===== src/rtl/rs_syndrome_seq.sv =====
// RS(15,13) syndrome sequencer over GF(16), field polynomial x^4+x+1.
// Symbols arrive highest degree first. S1 = r(alpha) and S2 = r(alpha^2)
// are built up by Horner steps. The finished pair is held for the error
// locator behind a valid/ready handshake. Framing faults are counted in a
// saturating counter.
module rs_syndrome_seq #(
    parameter int N_SYM = 15,
    parameter int CNT_W = 8
) (
    input  logic             clk,
    input  logic             rstn,
    input  logic [3:0]       sym,
    input  logic             sym_valid,
    input  logic             sym_first,
    output logic             sym_ready,
    output logic [3:0]       synd1,
    output logic [3:0]       synd2,
    output logic             synd_err,
    output logic             synd_valid,
    input  logic             synd_ready,
    output logic [CNT_W-1:0] resync_cnt
);

    typedef enum logic [1:0] {
        ST_IDLE = 2'd0,
        ST_ACC  = 2'd1,
        ST_DONE = 2'd2
    } state_t;

    // Multiply by alpha. Reducing with alpha^4 = alpha + 1 folds bit 3 into bits 0 and 1.
    function automatic logic [3:0] mul_a(input logic [3:0] x);
        return {x[2], x[1], x[0] ^ x[3], x[3]};
    endfunction

    // Multiply by alpha^2. This is two alpha steps chained together.
    function automatic logic [3:0] mul_a2(input logic [3:0] x);
        return mul_a(mul_a(x));
    endfunction

    state_t           r_state;
    logic [3:0]       r_s1;
    logic [3:0]       r_s2;
    logic [4:0]       r_cnt;
    logic             r_sym_ready;
    logic             r_synd_valid;
    logic             r_synd_err;
    logic [3:0]       r_synd1;
    logic [3:0]       r_synd2;
    logic [CNT_W-1:0] r_resync;

    logic             w_accept;
    logic [3:0]       w_s1_nxt;
    logic [3:0]       w_s2_nxt;
    logic [4:0]       w_cnt_nxt;
    logic             w_last;
    logic             w_resync_sat;

    // One Horner step per accepted symbol: S <- S*alpha^k + r_i.
    assign w_accept     = sym_valid & r_sym_ready;
    assign w_s1_nxt     = mul_a(r_s1) ^ sym;
    assign w_s2_nxt     = mul_a2(r_s2) ^ sym;
    assign w_cnt_nxt    = r_cnt + 5'd1;
    assign w_last       = (w_cnt_nxt == 5'(N_SYM));
    assign w_resync_sat = &r_resync;

    // Frame sequencer. It updates the accumulators, the result registers and the fault counter.
    always_ff @(posedge clk or negedge rstn) begin
        if (!rstn) begin
            r_state      <= ST_IDLE;
            r_s1         <= 4'd0;
            r_s2         <= 4'd0;
            r_cnt        <= 5'd0;
            r_sym_ready  <= 1'b0;
            r_synd_valid <= 1'b0;
            r_synd_err   <= 1'b0;
            r_synd1      <= 4'd0;
            r_synd2      <= 4'd0;
            r_resync     <= '0;
        end else begin
            case (r_state)
                ST_IDLE: begin
                    // ready rises on the first edge after reset and stays high in IDLE
                    r_sym_ready <= 1'b1;
                    if (w_accept) begin
                        if (sym_first) begin
                            r_s1    <= sym;
                            r_s2    <= sym;
                            r_cnt   <= 5'd1;
                            r_state <= ST_ACC;
                        end else if (!w_resync_sat) begin
                            // a stray symbol outside a frame is dropped and counted
                            r_resync <= r_resync + CNT_W'(1);
                        end
                    end
                end
                ST_ACC: begin
                    if (w_accept) begin
                        if (sym_first) begin
                            // premature restart: drop the partial frame and begin again
                            if (!w_resync_sat)
                                r_resync <= r_resync + CNT_W'(1);
                            r_s1  <= sym;
                            r_s2  <= sym;
                            r_cnt <= 5'd1;
                        end else begin
                            r_s1  <= w_s1_nxt;
                            r_s2  <= w_s2_nxt;
                            r_cnt <= w_cnt_nxt;
                            if (w_last) begin
                                // the result registers only change here
                                r_synd1      <= w_s1_nxt;
                                r_synd2      <= w_s2_nxt;
                                r_synd_err   <= (w_s1_nxt != 4'd0) || (w_s2_nxt != 4'd0);
                                r_synd_valid <= 1'b1;
                                r_sym_ready  <= 1'b0;
                                r_state      <= ST_DONE;
                            end
                        end
                    end
                end
                ST_DONE: begin
                    if (synd_ready) begin
                        r_synd_valid <= 1'b0;
                        r_sym_ready  <= 1'b1;
                        r_cnt        <= 5'd0;
                        r_state      <= ST_IDLE;
                    end
                end
                default: begin
                    r_state      <= ST_IDLE;
                    r_sym_ready  <= 1'b0;
                    r_synd_valid <= 1'b0;
                end
            endcase
        end
    end

    assign sym_ready  = r_sym_ready;
    assign synd_valid = r_synd_valid;
    assign synd_err   = r_synd_err;
    assign synd1      = r_synd1;
    assign synd2      = r_synd2;
    assign resync_cnt = r_resync;

endmodule


===== config.mk =====
export PLATFORM = sky130hd
export DESIGN_NAME = rs_syndrome_seq
export DESIGN_NICKNAME = d
export VERILOG_FILES = /design/src/rtl/rs_syndrome_seq.sv
export SDC_FILE = /design/constraint.sdc
export NUM_CORES = 1
export LEC_CHECK = 0
export CORE_ASPECT_RATIO = 0.75
export CORE_MARGIN = 10
export CORE_UTILIZATION = 55
export DETAILED_ROUTE_END_ITERATION = 12
export DONT_BUFFER_PORTS = 1
export GPL_TIMING_DRIVEN = 0
export PLACE_DENSITY_LB_ADDON = 0.25
export SYNTH_ARGS = -nofsm -noshare
export SYNTH_HDL_FRONTEND = slang
export SYNTH_SLANG_ARGS = --single-unit

===== constraint.sdc =====
create_clock -name clk -period 2 [get_ports clk]
set_clock_uncertainty 0.2 [all_clocks]
set_input_delay 0.4 -clock clk [delete_from_list [all_inputs] [get_ports clk]]
set_output_delay 0.4 -clock clk [all_outputs]
set_load 0.01 [all_outputs]

==> results of run 1 <==
## power by group through the flow
| stage | Combinational [uW] | Clock, uW | Sequential (uW) |
|---|---|---|---|
| 2_1_floorplan | 708 | 0 | 1030 |
| 3_3_place_gp | 814 | 0 | 1060 |
| 3_5_place_dp | 843 | 0 | 1070 |
| 4_1_cts | 992 | 794 | 1060 |
| 5_1_grt | 1200 | 818 | 1090 |
| 6_report | 1080 | 778 | 1070 |
## cells by family (layout without fill, tap and decap cells)
| logic type | Yosys count | after routing | synth area share [%] |
|---|---|---|---|
| simple gates | 72 | 72 | 19.2 |
| compound gates | 38 | 38 | 12.4 |
| fa+ha+maj | 6 | 6 | 3.96 |
| xor+xnor | 28 | 28 | 12.9 |
| flops | 34 | 34 | 44.9 |
| mux | 4 | 4 | 2.37 |
| buf+inv | 16 | 37 | 4.29 |
## state kept, by name (all words and copies together) (netlist names)
| name | count |
|---|---|
| resync_cnt | 8 |
| r_cnt | 5 |
| r_s1 | 4 |
| r_s2 | 4 |
| synd1 | 4 |
| synd2 | 4 |
| r_state | 2 |
| sym_ready | 1 |
| synd_err | 1 |
| synd_valid | 1 |
## cell type report
| cell class | instances | area, sq um | share of cell area (%) |
|---|---|---|---|
| multi-input cells | 148 | 1050 | 45.7 |
| inverters | 6 | 22.5 | 0.977 |
| flip-flops and latches | 34 | 851 | 36.9 |
| well taps | 40 | 50.0 | 2.17 |
| clock inverters | 2 | 60.1 | 2.60 |
| clock buffers | 6 | 82.6 | 3.58 |
| repair buffers | 16 | 143 | 6.19 |
| plain buffers | 7 | 42.5 | 1.84 |
## repair_timing
action                                  CTS  global route
resized for setup                         9            20
gates cloned                              0             0
pin swaps                                 7             9
buffers inserted                         12             2
hold buffers                              2             0
endpoints found under the setup margin   22            28
endpoints found under the hold margin    34             0
## Yosys cell counts (all sizes together), types with 3 or more instances
cell   count
and2       3
nand3      8
or2b       3
buf        8
nand2     16
o21ai      3
xor2      19
nor3       5
nor2      23
mux2       4
ha         6
dfrtp     34
xnor2      9
a21oi     24
inv        6
## stage by stage
| step | cell area, sq um | hold slack [ns] | power (uW) | setup slack, ns | cells |
|---|---|---|---|---|---|
| 2_1_floorplan | 1900 | -0.0956 | 1740 | 0.0171 | 198 |
| 3_3_place_gp | 1950 | -0.0946 | 1880 | -0.0684 | 238 |
| 3_5_place_dp | 1950 | -0.0947 | 1920 | -0.117 | 238 |
| 4_1_cts | 2240 | 0.132 | 2840 | -0.0468 | 258 |
| 5_1_grt | 2310 | 0.152 | 3110 | -0.0666 | 259 |
| 6_report | 2310 | 0.135 | 2930 | 0.0152 | 259 |
## how the worst max path moves through the flow
stage,from,endpoint,cells after the start
after floorplan,r_state[1]$_DFFE_PN0P_,r_cnt[3]$_DFFE_PN0P_,9
after global placement,r_state[0]$_DFFE_PN0P_,r_cnt[3]$_DFFE_PN0P_,8
after detailed placement,r_state[0]$_DFFE_PN0P_,r_cnt[3]$_DFFE_PN0P_,8
after CTS,r_state[0]$_DFFE_PN0P_,r_cnt[3]$_DFFE_PN0P_,7
after global routing,r_state[1]$_DFFE_PN0P_,synd1[0]$_DFFE_PN0P_,9
final,r_state[1]$_DFFE_PN0P_,synd2[1]$_DFFE_PN0P_,7
## critical path: cells and delay by family (launching register included)
kind                       cells  cell delay (ns)
adders and majority gates      1             0.16
buffers and inverters          3             0.35
and+or+nand+nor                2             0.48
DFF                            1             0.39
muxes                          1             0.29
## per-layer routing
layer | share of wire, % | routed length [um] | vias up
li1 | - | - | 712
met4 | 2.0 | 85 | 0
met2 | 48 | 2040 | 31
met1 | 43 | 1810 | 735
met5 | 0 | 0 | -
met3 | 7.0 | 298 | 8
==> results.json, run 1 <==
{
  "rsz0062_at_grt": "yes",
  "grt_util_all_layers_pct": 13.3,
  "start_kind": "flip-flop",
  "netlist.top_cell.by_area": "dfrtp_1",
  "powerDensity_nw_per_um2": 1270,
  "crit_arrival_ns": 1.95,
  "final_common_cell": "dfrtp_1",
  "drv_cap": 0,
  "top_usage_layer": "met2",
  "root_buffer": "clkbuf_8",
  "grt_max_degree": 35,
  "slew_headroom_pct": 72.4,
  "place_congestion": 0.785,
  "r2r_cells": 7,
  "p_seq_share_pct": 36.5,
  "rows": 18,
  "p_clk_share_pct": 26.6,
  "synth_ff_type": "dfrtp_1",
  "die_y_um": 70.9,
  "grtUsageMet1_pct": 16.7,
  "worst_path_max_delay_cell": "dfrtp_1",
  "rrSetupSlack_ns": 0.02,
  "synth_area_sq_um": 1900,
  "wl_per_cell_um": 16.4,
  "vias": 1486,
  "diodes": 0,
  "final_cell_mix": "34 x dfrtp_1, 23 x a21oi_1, 21 x nor2_1",
  "drt-total-wl_mm": 4.24,
  "nFillCells": 236,
  "cts_sinks": 34,
  "report.final.slew_viol_count": 0,
  "viasPerCell": 5.74,
  "swShare_pct": 35.7,
  "syn-instance-count": 198,
  "drive_gt1_share_pct": 21.9,
  "clk_latency_ns": 0.28,
  "setup_viol": 0,
  "die_area_sq_um": 6220,
  "coreArea_sq_um": 3310,
  "use_met2_pct": 20.5,
  "h-tree-depth": 2,
  "period_share_pct": 99.2,
  "io_buffers": 0,
  "cts_tree": "built",
  "hold_path_depth": 2,
  "ys_seq_elements": 34,
  "drt_iter0_markers": 100,
  "path_clk_slew_ns": 0.07,
  "ios": 28,
  "p_int_uw": 1880,
  "antenna_found_initial": 0,
  "r2r-start": "r_state[1]$_DFFE_PN0P_",
  "dieWidth_um": 87.8,
  "crit_fanout": 4,
  "setup_tns_ns": 0,
  "combPwrFrac_pct": 36.9,
  "grt_pass1_wl_mm": 6.75,
  "dp_hpwl_mm": 2.78,
  "p_sw_uw": 1050,
  "gr-total-overflow": 0,
  "leakage_uw": 0.00102,
  "tightest_slew_ns": 0.414,
  "drt_first_pass_iters": 4,
  "synth.distinct_cells": 41,
  "layout.nets": 233,
  "min-delay-start": "sym[1]",
  "cp_data_required_time_ns": 1.97,
  "yosys_warnings": 0,
  "drt.antenna.violating_nets": 0,
  "hold_path_class": "input port to flip-flop",
  "slowest_delay_ns": 0.39,
  "async_reset_ff_share_pct": 100,
  "grt_use_met3_pct": 4.35,
  "syn_to_final_growth_pct": 21.6,
  "synth_top_area_share_pct": 44.9,
  "finish.utilization_pct": 69.7,
  "crit_path_frequent_cell": "buf_6",
  "start_util_pct": 57.3,
  "numCtsBuffers": 5,
  "grt_pass1_vias": 1436,
  "r2r_end": "synd2[1]$_DFFE_PN0P_",
  "whs_endpoint": "r_s2[1]$_DFFE_PN0P_",
  "period_needed_ns": 1.98,
  "vdd_ir_drop_max_v": 0.000750,
  "ys_top_cells_by_area": "dfrtp_1 45%, xor2_1 8.8%, a21oi_1 6.1%",
  "syn-num-nets": 213,
  "fmax_ghz": 0.504,
  "timing.final.hold_violations": 0,
  "synth-edff-count": 0,
  "crit_path_cell_trace": "inv_2 > ha_4 > buf_6 > or2b_1 > nor3_4 > buf_6 > mux2_4",
  "crit_path_end_kind": "flip-flop",
  "critical_path_class": "flip-flop to flip-flop",
  "clock_path_buffers": 2,
  "avgSynthCellArea_sq_um": 9.58,
  "drc_errors": 0,
  "yosysSeqAreaShare_pct": 44.9,
  "status": "finished, final reports clean"
}
Note: power is estimated with default switching activity, not from simulation.
==> run 2, diff against run 1 <==
--- a/config.mk
+++ b/config.mk
@@ -7,7 +7,7 @@
 export LEC_CHECK = 0
 export CORE_ASPECT_RATIO = 0.75
 export CORE_MARGIN = 10
-export CORE_UTILIZATION = 55
+export CORE_UTILIZATION = 35
 export DETAILED_ROUTE_END_ITERATION = 12
 export DONT_BUFFER_PORTS = 1
 export GPL_TIMING_DRIVEN = 0
==> constraint.sdc (replaced) <==
create_clock -name clk -period 2.3 [get_ports clk]
set_clock_uncertainty 0.2 [all_clocks]
set_input_delay 0.46 -clock clk [delete_from_list [all_inputs] [get_ports clk]]
set_output_delay 0.46 -clock clk [all_outputs]
set_load 0.01 [all_outputs]
==> run 2 against run 1 <==
  * Total power shrank 27%
  * Core utilization down 29 points
  * Sequential share of layout area up 3.0 points
  * Critical endpoint is now synd1[1]$_DFFE_PN0P_
  * Combinational power fell by 30%
  * Global-route usage decreased by 3.9 points
  * First-iteration DRC count shrank 21%
  * Hold slack better by 0.056 ns
  * Via count down 7.8%
  * Die area grew 41%
  * Highest routed layer unchanged
  * Clock power fell by 41%
==> results.json, run 2 (synthesized netlist as in run 1, its figures left out) <==
{
  "drc_errors": 0,
  "drt_iter0_markers": 79,
  "root_buffer": "clkbuf_8",
  "cts_tree": "built",
  "drt-total-wl_mm": 3.94,
  "crit_fanout": 5,
  "ctsResizeCount": 0,
  "largest_reg_flops": 8,
  "r2r-start": "r_cnt[0]$_DFFE_PN0P_",
  "min-delay-start": "sym[1]",
  "final_cell_mix": "34 x dfrtp_1, 23 x nor2_1, 23 x a21oi_1",
  "grt_pass1_wl_mm": 6.61,
  "period_needed_ns": 2.20,
  "wl_per_cell_um": 13.8,
  "p_total_uw": 2140,
  "start_kind": "flip-flop",
  "crit_path_end_kind": "flip-flop",
  "period_share_pct": 95.5,
  "p_int_uw": 1310,
  "numPlacedInstances": 273,
  "rrSetupSlack_ns": 0.10,
  "grt_pass1_vias": 1323,
  "place_congestion": 0.766,
  "whs_endpoint": "r_s1[1]$_DFFE_PN0P_",
  "leakage_uw": 0.000939,
  "nFillCells": 547,
  "dp_hpwl_mm": 2.87,
  "cp_data_required_time_ns": 2.27,
  "crit_arrival_ns": 2.17,
  "hold_path_class": "input port to flip-flop",
  "slew_headroom_pct": 74.9,
  "critical_path_class": "flip-flop to flip-flop",
  "swShare_pct": 39.0,
  "slowest_delay_ns": 0.43,
  "instances_no_fill": 285,
  "clock_path_buffers": 2,
  "viasPerCell": 4.81,
  "report.final.slew_viol_count": 0,
  "hold_path_depth": 2,
  "crit_path_cell_trace": "ha_1 > xor2_1 > nand4b_1 > nor3_4 > buf_4 > mux2_2",
  "final_common_cell": "dfrtp_1",
  "drt.antenna.violating_nets": 0,
  "grt_max_degree": 35,
  "p_sw_uw": 835,
  "drive_gt1_share_pct": 12.4,
  "crit_buf_inv": 1,
  "setup_tns_ns": 0,
  "clk_latency_ns": 0.29,
  "io_buffers": 0,
  "h-tree-depth": 2,
  "die_y_um": 83.8,
  "cts_sinks": 34,
  "die_area_sq_um": 8790,
  "grt_util_all_layers_pct": 9.36,
  "vdd_ir_drop_max_v": 0.000507,
  "r2r_cells": 6,
  "vias": 1370,
  "gr-total-overflow": 0,
  "setup_viol": 0,
  "syn_to_final_growth_pct": 12.3,
  "start_util_pct": 35.8,
  "fmax_ghz": 0.455,
  "crit_start": "r_cnt[0]$_DFFE_PN0P_",
  "rsz0062_at_grt": "no",
  "p_clk_share_pct": 21.6,
  "numCtsBuffers": 5,
  "r2r_end": "synd1[1]$_DFFE_PN0P_",
  "timing.final.hold_violations": 0,
  "diodes": 0,
  "path_clk_slew_ns": 0.07,
  "powerDensity_nw_per_um2": 1010,
  "layout.nets": 224,
  "tightest_slew_ns": 0.373,
  "crit_family": "simple AND/OR/NAND/NOR gates",
  "drv_cap": 0,
  "rows": 23,
  "drt_first_pass_iters": 4,
  "ios": 28,
  "dieWidth_um": 105,
  "coreArea_sq_um": 5300,
  "p_seq_share_pct": 43.1,
  "antenna_found_initial": 0,
  "combPwrFrac_pct": 35.3,
  "status": "finished, final reports clean",
  "worst_path_max_delay_cell": "dfrtp_1"
}
## run 2: per-stage QoR
step,utilization [%],area [sq um],hold WS [ns],worst slack [ns]
CTS,40.0,2120,0.182,0.141
global route,40.2,2130,0.206,0.0118
finish,40.2,2130,0.191,0.103
global placement,37.6,1990,-0.0344,0.172
floorplan,-,1900,-0.0356,0.317
detailed placement,37.6,1990,-0.0346,0.154
## run 2: power by group through the flow
stage	Sequential [uW]	Clock, uW	Combinational, uW
final	924	462	757
after global routing	952	513	862
after CTS	924	488	754
after detailed placement	935	0	732
after global placement	934	0	731
after floorplan	893	0	616
## run 2: how the worst max path moves through the flow
stage / slack (ns) / endpoint / cells after the start
2_1_floorplan: 0.32 / r_cnt[3]$_DFFE_PN0P_ / 9
3_3_place_gp: 0.17 / synd2[0]$_DFFE_PN0P_ / 8
3_5_place_dp: 0.15 / synd2[0]$_DFFE_PN0P_ / 8
4_1_cts: 0.14 / synd2[0]$_DFFE_PN0P_ / 8
5_1_grt: 0.01 / synd2[2]$_DFFE_PN0P_ / 6
6_report: 0.10 / synd1[1]$_DFFE_PN0P_ / 6
## run 2: cell type report
type | instances | area [sq um] | share of cell area [%]
Timing Repair Buffer | 4 | 45.0 | 2.11
Sequential cell | 34 | 851 | 39.9
Buffer | 10 | 58.8 | 2.76
Clock buffer | 6 | 82.6 | 3.88
Clock inverter | 2 | 12.5 | 0.587
Inverter | 6 | 22.5 | 1.06
Multi-Input combinational cell | 148 | 965 | 45.3
Tap cell | 75 | 93.8 | 4.40
## run 2: repair_timing
item / in CTS / in global routing
setup endpoints to repair: 0 / 2
endpoints found under the hold margin: 34 / 0
setup buffers: 0 / 2
hold buffers: 2 / 0
## run 2: routing by layer
metal / vias to the layer above / share of wire [%] / track usage, % / wire length [um]
met5: - / 0 / 0 / 0
met4: 0 / 1.3 / 4.10 / 51
met3: 4 / 7.7 / 4.17 / 302
met2: 27 / 39 / 12.9 / 1540
met1: 642 / 52 / 12.2 / 2040
li1: 697 / - / - / -
## run 2: worst reg2reg max path: stages, from the launching register on
cell	delay, ns
dfrtp_1	0.43
ha_1	0.27
xor2_1	0.14
nand4b_1	0.21
nor3_4	0.32
buf_4	0.18
mux2_2	0.33
==> run 3, diff against run 2 <==
--- a/config.mk
+++ b/config.mk
@@ -12,6 +12,7 @@
 export DONT_BUFFER_PORTS = 1
 export GPL_TIMING_DRIVEN = 0
 export PLACE_DENSITY_LB_ADDON = 0.25
+export REMOVE_ABC_BUFFERS = 1
 export SYNTH_ARGS = -nofsm -noshare
 export SYNTH_HDL_FRONTEND = slang
 export SYNTH_SLANG_ARGS = --single-unit
==> run 3 against run 2 <==
  * Global-route usage down 0.33 points
  * Critical path type unchanged
  * Hold slack got worse by 0.025 ns
  * Combinational power fell by 7.7%
  * Routed wire length down 1.9%
  * Final area is 1.9% lower
  * Total power down 2.2%
  * First-iteration DRC count is 16% higher
  * Critical path depth grew 1
  * Clock-buffer cell count up 1
  * Sequential power rose by 2.6%
  * Largest cell class unchanged
==> results.json, run 3 (synthesized netlist as in run 1, its figures left out) <==
{
  "status": "finished, final reports clean",
  "p_total_uw": 2100,
  "slew_headroom_pct": 72.0,
  "ios": 28,
  "drive_gt1_share_pct": 9.95,
  "die_area_sq_um": 8790,
  "grt_pass1_wl_mm": 6.47,
  "instances_no_fill": 276,
  "fmax_ghz": 0.465,
  "drc_errors": 0,
  "final_common_cell": "dfrtp_1",
  "root_buffer": "clkbuf_8",
  "grt_util_all_layers_pct": 9.03,
  "r2r_cells": 7,
  "io_buffers": 0,
  "min-delay-start": "sym[0]",
  "rows": 23,
  "drv_cap": 0,
  "setup_viol": 0,
  "rsz0062_at_grt": "no",
  "drt_iter0_markers": 92,
  "grt_pass1_vias": 1315,
  "tightest_slew_ns": 0.417,
  "timing.final.hold_violations": 0,
  "start_kind": "flip-flop",
  "dp_hpwl_mm": 2.76,
  "clock_path_buffers": 2,
  "grt_max_degree": 35,
  "final_area_sq_um": 2090,
  "period_needed_ns": 2.15,
  "cts_sinks": 34,
  "gr-total-overflow": 0,
  "r2r-start": "r_state[1]$_DFFE_PN0P_",
  "layout.nets": 215,
  "place_congestion": 0.757,
  "period_share_pct": 93.5,
  "wl_per_cell_um": 14.0,
  "whs_endpoint": "synd2[0]$_DFFE_PN0P_",
  "vias": 1326,
  "numCtsBuffers": 5,
  "path_clk_slew_ns": 0.07,
  "largest_reg_flops": 8,
  "viasPerCell": 4.80,
  "drt.antenna.violating_nets": 0,
  "coreArea_sq_um": 5300,
  "report.final.slew_viol_count": 0,
  "drt-total-wl_mm": 3.86,
  "met2_length_mm": 1.67,
  "leakage_uw": 0.000909,
  "clk_latency_ns": 0.28,
  "crit_path_end_kind": "flip-flop",
  "rrSetupSlack_ns": 0.15,
  "setup_tns_ns": 0,
  "drt_first_pass_iters": 4,
  "antenna_found_initial": 0,
  "placed_area_sq_um": 1930,
  "diodes": 0,
  "critical_path_class": "flip-flop to flip-flop",
  "crit_arrival_ns": 2.17,
  "r2r_end": "r_cnt[3]$_DFFE_PN0P_",
  "syn_to_final_growth_pct": 10.2,
  "hold_path_class": "input port to flip-flop",
  "vdd_ir_drop_max_v": 0.000470,
  "cp_data_required_time_ns": 2.32,
  "hold_path_depth": 2,
  "finish.utilization_pct": 39.5,
  "h-tree-depth": 2,
  "final_cell_mix": "34 x dfrtp_1, 23 x nor2_1, 23 x a21oi_1",
  "dieWidth_um": 105,
  "crit_fanout": 10,
  "start_util_pct": 35.8,
  "cts_tree": "built",
  "wl_met3_um": 296,
  "die_y_um": 83.8,
  "powerDensity_nw_per_um2": 1000,
  "top_layer_used": "met4",
  "numPlacedInstances": 263,
  "m1WireLength_mm": 1.86
}
==> run 3: layer usage <==
metal | global-route usage (%) | vias to the layer above
li1 | - | 683
met1 | 11.2 | 607
met2 | 13.3 | 32
met3 | 4.32 | 4
met4 | 2.99 | 0
met5 | 0 | -
==> run 3: power breakdown <==
part	internal, uW	total, uW	switching [uW]
logic	323	699	376
clock network	241	449	208
registers	733	948	215
total	1300	2100	799
==> run 3: how the worst max path moves through the flow <==
stage,slack [ns],to,from,cells after the start
finish,0.15,r_cnt[3]$_DFFE_PN0P_,r_state[1]$_DFFE_PN0P_,7
global route,0.01,r_cnt[3]$_DFFE_PN0P_,r_state[1]$_DFFE_PN0P_,7
CTS,0.08,r_cnt[4]$_DFFE_PN0P_,r_state[1]$_DFFE_PN0P_,6
detailed placement,-0.21,r_cnt[4]$_DFFE_PN0P_,r_state[1]$_DFFE_PN0P_,6
global placement,-0.15,r_cnt[4]$_DFFE_PN0P_,r_state[1]$_DFFE_PN0P_,6
floorplan,0.23,synd1[1]$_DFFE_PN0P_,r_state[1]$_DFFE_PN0P_,5
==> run 3: through the flow <==
step                      worst slack, ns  hold WS [ns]
final                               0.150         0.167
after detailed placement           -0.207       -0.0339
after global routing               0.0101         0.148
after global placement             -0.152       -0.0340
after CTS                          0.0815         0.158
after floorplan                     0.225       -0.0356
==> run 3: critical path, cell delays in order, from the launching register on <==
cell and delay, ns:
dfrtp_1 0.38, inv_1 0.07, ha_1 0.28, a21boi_1 0.17
o32ai_1 0.23, nand2b_1 0.23, or4_1 0.44, nand3_1 0.09
==> run 3: area by class of cell <==
| class | instances | area (sq um) |
|---|---|---|
| clock inverter | 1 | 5.00 |
| tap | 75 | 93.8 |
| sequential | 34 | 851 |
| multi-input combinational | 148 | 980 |
| timing repair buffer | 5 | 52.6 |
| clock buffer | 7 | 86.3 |
| inverter | 6 | 22.5 |
| fill | 543 | 3200 |
==> run 3: timing repair <==
| action | CTS | global route |
|---|---|---|
| gates resized for setup | 1 | 2 |
| hold buffers | 2 | 0 |
| endpoints found under the setup margin | 15 | 6 |
| buffers inserted | 1 | 2 |
| pin swaps | 1 | 0 |
| hold endpoints to repair | 34 | 0 |
